**src/rtl/matrix_key_scan_if.sv**
```systemverilog
// Key event handshake between the keypad scanner and its consumer.
// The scanner presents key_code/key_valid and holds them until key_ready is seen.
interface matrix_key_scan_if;
    logic [3:0] key_code;
    logic       key_valid;
    logic       key_ready;

    modport master (
        output key_code,
        output key_valid,
        input  key_ready
    );

    modport slave (
        input  key_code,
        input  key_valid,
        output key_ready
    );
endinterface

```
**src/rtl/matrix_key_scan.sv**
```systemverilog
// 4x4 matrix keypad scanner: row-by-row scan, press/release debounce and
// a valid/ready key event port. Row drive and column sense are active-low.
module matrix_key_scan #(
    parameter int unsigned SCAN_TIME = 4,
    parameter int unsigned MASK_TIME = 5
) (
    input  logic              clk,
    input  logic              rst,
    input  logic [3:0]        col_n,
    output logic [3:0]        row_n,
    output logic              busy,
    matrix_key_scan_if.master key_if
);

    localparam int unsigned MAX_TIME = (SCAN_TIME > MASK_TIME) ? SCAN_TIME : MASK_TIME;
    localparam int unsigned CNT_W    = $clog2(MAX_TIME + 1);
    localparam logic [CNT_W-1:0] SCAN_LAST = CNT_W'(SCAN_TIME - 1);
    localparam logic [CNT_W-1:0] MASK_CNT  = CNT_W'(MASK_TIME);

    typedef enum logic [2:0] {
        IDLE,
        SCAN,
        DEBOUNCE,
        REPORT,
        RELEASE
    } state_t;

    state_t           state;
    logic [3:0]       col_meta;
    logic [3:0]       col_s;
    logic [1:0]       row;
    logic [1:0]       col;
    logic [CNT_W-1:0] cnt;

    // Lowest-index active (low) column of a sample.
    function automatic logic [1:0] low_col(input logic [3:0] c);
        if (!c[0])      return 2'd0;
        else if (!c[1]) return 2'd1;
        else if (!c[2]) return 2'd2;
        else            return 2'd3;
    endfunction

    function automatic logic [3:0] row_drive(input logic [1:0] r);
        return ~(4'b0001 << r);
    endfunction

    // Two-flop synchronizer; idles high like the pulled-up columns.
    always_ff @(posedge clk) begin
        if (rst) begin
            col_meta <= 4'hF;
            col_s    <= 4'hF;
        end else begin
            col_meta <= col_n;
            col_s    <= col_meta;
        end
    end

    // Scan / debounce / report controller; every output is a flop.
    always_ff @(posedge clk) begin
        if (rst) begin
            state            <= IDLE;
            row_n            <= 4'b0000;
            row              <= 2'd0;
            col              <= 2'd0;
            cnt              <= '0;
            busy             <= 1'b0;
            key_if.key_code  <= 4'h0;
            key_if.key_valid <= 1'b0;
        end else begin
            case (state)
                IDLE: begin
                    row_n <= 4'b0000;
                    cnt   <= '0;
                    if (col_s != 4'hF) begin
                        state <= SCAN;
                        row   <= 2'd0;
                        row_n <= row_drive(2'd0);
                        busy  <= 1'b1;
                    end
                end

                // Columns are judged only at the end of a slot so the
                // synchronizer has caught up with the new row drive.
                SCAN: begin
                    if (cnt == SCAN_LAST) begin
                        cnt <= '0;
                        if (col_s != 4'hF) begin
                            col   <= low_col(col_s);
                            state <= DEBOUNCE;
                        end else if (row == 2'd3) begin
                            state <= IDLE;
                            row_n <= 4'b0000;
                            busy  <= 1'b0;
                        end else begin
                            row   <= row + 2'd1;
                            row_n <= row_drive(row + 2'd1);
                        end
                    end else begin
                        cnt <= cnt + 1'b1;
                    end
                end

                DEBOUNCE: begin
                    if (col_s[col]) begin
                        state <= IDLE;
                        row_n <= 4'b0000;
                        cnt   <= '0;
                        busy  <= 1'b0;
                    end else if (cnt == MASK_CNT) begin
                        state            <= REPORT;
                        row_n            <= 4'b0000;
                        cnt              <= '0;
                        key_if.key_code  <= {row, col};
                        key_if.key_valid <= 1'b1;
                    end else begin
                        cnt <= cnt + 1'b1;
                    end
                end

                // Event stays pending regardless of the key; only the consumer clears it.
                REPORT: begin
                    row_n <= 4'b0000;
                    if (key_if.key_valid && key_if.key_ready) begin
                        key_if.key_valid <= 1'b0;
                        state            <= RELEASE;
                        cnt              <= '0;
                    end
                end

                // Wait for the whole pad to be released for MASK_TIME cycles.
                RELEASE: begin
                    row_n <= 4'b0000;
                    if (cnt == MASK_CNT) begin
                        state <= IDLE;
                        cnt   <= '0;
                        busy  <= 1'b0;
                    end else if (col_s == 4'hF) begin
                        cnt <= cnt + 1'b1;
                    end else begin
                        cnt <= '0;
                    end
                end

                default: begin
                    state            <= IDLE;
                    row_n            <= 4'b0000;
                    cnt              <= '0;
                    busy             <= 1'b0;
                    key_if.key_valid <= 1'b0;
                end
            endcase
        end
    end

endmodule

```
**src/flat_wrapper.sv**
```systemverilog
// flat-port wrapper written by rule: the top's interface ports become plain ports
module matrix_key_scan_flat 
#(
    parameter int unsigned SCAN_TIME = 4,
    parameter int unsigned MASK_TIME = 5
)
  (clk, rst, col_n, row_n, busy, key_if_key_code, key_if_key_valid, key_if_key_ready);
  matrix_key_scan_if key_if_i ();
  input  logic clk;
  input  logic rst;
  input  logic [3:0] col_n;
  output logic [3:0] row_n;
  output logic busy;
  output wire logic [$bits(key_if_i.key_code)-1:0] key_if_key_code;
  output wire logic [$bits(key_if_i.key_valid)-1:0] key_if_key_valid;
  input wire logic [$bits(key_if_i.key_ready)-1:0] key_if_key_ready;
  assign key_if_key_code = key_if_i.key_code;
  assign key_if_key_valid = key_if_i.key_valid;
  assign key_if_i.key_ready = key_if_key_ready;
  matrix_key_scan #(.SCAN_TIME(SCAN_TIME), .MASK_TIME(MASK_TIME)) u_core (.clk(clk), .rst(rst), .col_n(col_n), .row_n(row_n), .busy(busy), .key_if(key_if_i));
endmodule
```
**config.mk**
```make
export PLATFORM = sky130hd
export DESIGN_NAME = matrix_key_scan_flat
export DESIGN_NICKNAME = d
export VERILOG_FILES = /design/src/rtl/matrix_key_scan_if.sv /design/src/rtl/matrix_key_scan.sv /design/src/flat_wrapper.sv
export SDC_FILE = /design/constraint.sdc
export NUM_CORES = 1
export LEC_CHECK = 0
export CAP_MARGIN = 10
export CORE_MARGIN = 2
export CORE_UTILIZATION = 38
export CTS_CLUSTER_SIZE = 12
export DETAILED_ROUTE_END_ITERATION = 16
export PLACE_DENSITY_LB_ADDON = 0.2
export SLEW_MARGIN = 20
export SYNTH_ARGS = -nofsm -noshare
export SYNTH_HDL_FRONTEND = slang
export SYNTH_SLANG_ARGS = --single-unit
```
**constraint.sdc**
```tcl
create_clock -name clk -period 2.4 [get_ports clk]
set_clock_uncertainty 0.15 [all_clocks]
set_input_delay 0.36 -clock clk [delete_from_list [all_inputs] [get_ports clk]]
set_output_delay 0.36 -clock clk [all_outputs]
set_load 0.03 [all_outputs]
```
==> flow_metrics.env <==
export IMPL_status="complete, no violations"
export IMPL_crit_path_start_kind="register"
export IMPL_grt_max_degree=19
export IMPL_dieArea_um2=4160
export IMPL_rsz0062_at_grt="no"
export IMPL_period_share=0.872
export IMPL_cap_viol_max_count=0
export IMPL_syn_area_per_cell_um2=9.28
export IMPL_grt_total_usage=0.143
export IMPL_slew_violations=0
export IMPL_relSlewSlack=0.667
export IMPL_first_iter_violations=28
export IMPL_syn_cell_area_um2=1390
export IMPL_synth_top_cell_area_share=0.403
export IMPL_io_buffers=16
export IMPL_routed_wl_um=2710
export IMPL_synth_area_top_cells="dfxtp_1 40%, ha_1 6.3%, a21oi_1 3.6%"
export IMPL_peakVddDrop_mv=0.282
export IMPL_synthArstFlopShare=0
export IMPL_die_h_um=64.5
export IMPL_hold_path_class="reg -> reg"
export IMPL_path_class="reg -> reg"
export IMPL_wire_per_inst_um=12.8
export IMPL_clk_insertion_delay_late_ns=0.33
export IMPL_synth_cells=150
export IMPL_route_vias_total=1079
export IMPL_synth_edf_count=0
export IMPL_setup_violations=0
export IMPL_final_nets=180
export IMPL_final_fill_count=340
export IMPL_cp_required_ns=2.50
export IMPL_num_antenna_cells=0
export IMPL_dr_pass1_iters=4
export IMPL_yosysSeqAreaShare=0.403
export IMPL_tritoncts="done"
export IMPL_crit_arrival_ns=2.19
export IMPL_synth_cell_types=45
export IMPL_power_leakage_nw=0.599
export IMPL_area_growth_synth_to_final_pct=18.7
export IMPL_worstMarginPinSlew_ns=0.499
export IMPL_cp_max_fo=16
export IMPL_core_um2=3420
export IMPL_placed_cells=207
export IMPL_clk_path_buf_depth=2
export IMPL_whs_ns=0.276
export IMPL_clock_fmax_mhz=478
export IMPL_synth_largest_area_cell="dfxtp_1"
export IMPL_ios=17
export IMPL_grt_pass1_vias=1072
export IMPL_drc=0
export IMPL_drive_gt1_frac=0.133
export IMPL_finalNonFillerCells=211
export IMPL_die_w_um=64.5
export IMPL_synth_warnings=0
export IMPL_grt_pass1_wl_um=4730
export IMPL_fin_crit_ns=2.09
export IMPL_antenna_found_initial=0
export IMPL_holdPathStages=1
export IMPL_h_tree_depth=1
export IMPL_final_antenna_net_count=0
export IMPL_multi_input_area_um2=764
export IMPL_dpl_hpwl_um=1990
export IMPL_gp_congestion=0.846
export IMPL_start_util=0.407
export IMPL_hold_violations=0
export IMPL_clkSinkCount=28
export IMPL_ys_flop_type="dfxtp_1"
export IMPL_grt_overflow=0
export IMPL_pwr_density_cell_nw_per_um2=631
export IMPL_crit_path_end_kind="register"
export IMPL_viasPerCell=5.11
export IMPL_clkTransAtPathRegs_ns=0.16
export IMPL_cts_hold_fix_buffers=0
export IMPL_root_buffer="clkbuf_4"
export IMPL_synth_most_common_cell="dfxtp_1"
export IMPL_setup_tns_ns=0
export IMPL_fp_row_count=21
export IMPL_cts_buffers=3
export IMPL_netlist_top_cells_count="28 x dfxtp_1, 10 x a21oi_1, 10 x nor2_1"
export IMPL_cts_post_setup_buffers_inserted=0
export IMPL_synthesis_nets=164
export IMPL_seq_area_um2=561
export IMPL_postCtsResizedCells=0
export IMPL_rr_worst_depth=4
export IMPL_ys_seq_elements=28
[flip-flops by register name, summed over array words and instances, names as in the netlist]
signal / count
u_core.cnt: 3
u_core.row_n: 4
u_core.col_s: 4
u_core.col_meta: 4
u_core.busy: 1
u_core.col: 2
u_core.key_if.key_valid: 1
u_core.state: 3
u_core.row: 2
u_core.key_if.key_code: 4
[cell usage in the layout (no fill, tap or decap), types with 7 or more instances in the layout]
cell / netlist / final
a21oi_1: 10 / 10
clkdlybuf4s50_1: 0 / 16
nand2_1: 7 / 7
or2_2: 8 / 8
nand2b_1: 8 / 8
dfxtp_1: 28 / 28
nor2_1: 10 / 10
ha_1: 7 / 7
inv_1: 9 / 9
[cell type report]
cell class                      count  share of cell area
Clock buffer                        3              0.0136
Clock inverter                      1              0.0182
Inverter                            9              0.0205
Multi-Input combinational cell    105               0.463
Sequential cell                    28               0.339
Tap cell                           46              0.0348
Timing Repair Buffer               19               0.111
[logic make-up (layout without fill, tap and decap cells)]
kind of cell / after synthesis / count (layout) / synth area share
AO/OA/AOI/OAI: 34 / 34 / 0.164
adder cells (fa/ha/maj): 8 / 8 / 0.0701
buffers and inverters: 17 / 32 / 0.0477
flip-flops: 28 / 28 / 0.403
multiplexers: 7 / 7 / 0.0629
AND/OR/NAND/NOR: 56 / 56 / 0.253
[power by group]
part	leakage, nW	internal [mW]	switching, mW
logic	0.342	0.0990	0.110
clock network	0.0279	0.169	0.141
registers	0.229	0.492	0.0312
[per-layer routing]
metal  routed length [um]  GRT usage
met2                 1290      0.230
met5                    0          0
met4                   20     0.0585
met3                   63     0.0278
met1                 1330      0.189
[critical path: stages (launching register included)]
cell and delay [ns]:
dfxtp_1 0.48, or3b_2 0.60, nor3b_4 0.34, nor4_2 0.13, mux2_4 0.31
[stage by stage]
| stage | power, mW | worst slack, ns | utilization | area, um^2 |
|---|---|---|---|---|
| after floorplan | 0.680 | 0.509 | - | 1390 |
| after global placement | 0.739 | 0.401 | 0.468 | 1600 |
| after detailed placement | 0.741 | 0.338 | 0.468 | 1600 |
| after CTS | 1.06 | 0.326 | 0.484 | 1650 |
| after global routing | 1.10 | 0.221 | 0.484 | 1650 |
| final | 1.04 | 0.308 | 0.484 | 1650 |
[final timing paths]
check,from,endpoint,slack [ns]
max,u_core.state[2],u_core.state[0],0.31
min,u_core.col_meta[3],u_core.col_s[3],0.28
max reg2reg,u_core.state[2],u_core.state[0],0.31
min reg2reg,u_core.col_meta[3],u_core.col_s[3],0.28
No activity file was read; power rests on OpenSTA's default activity.
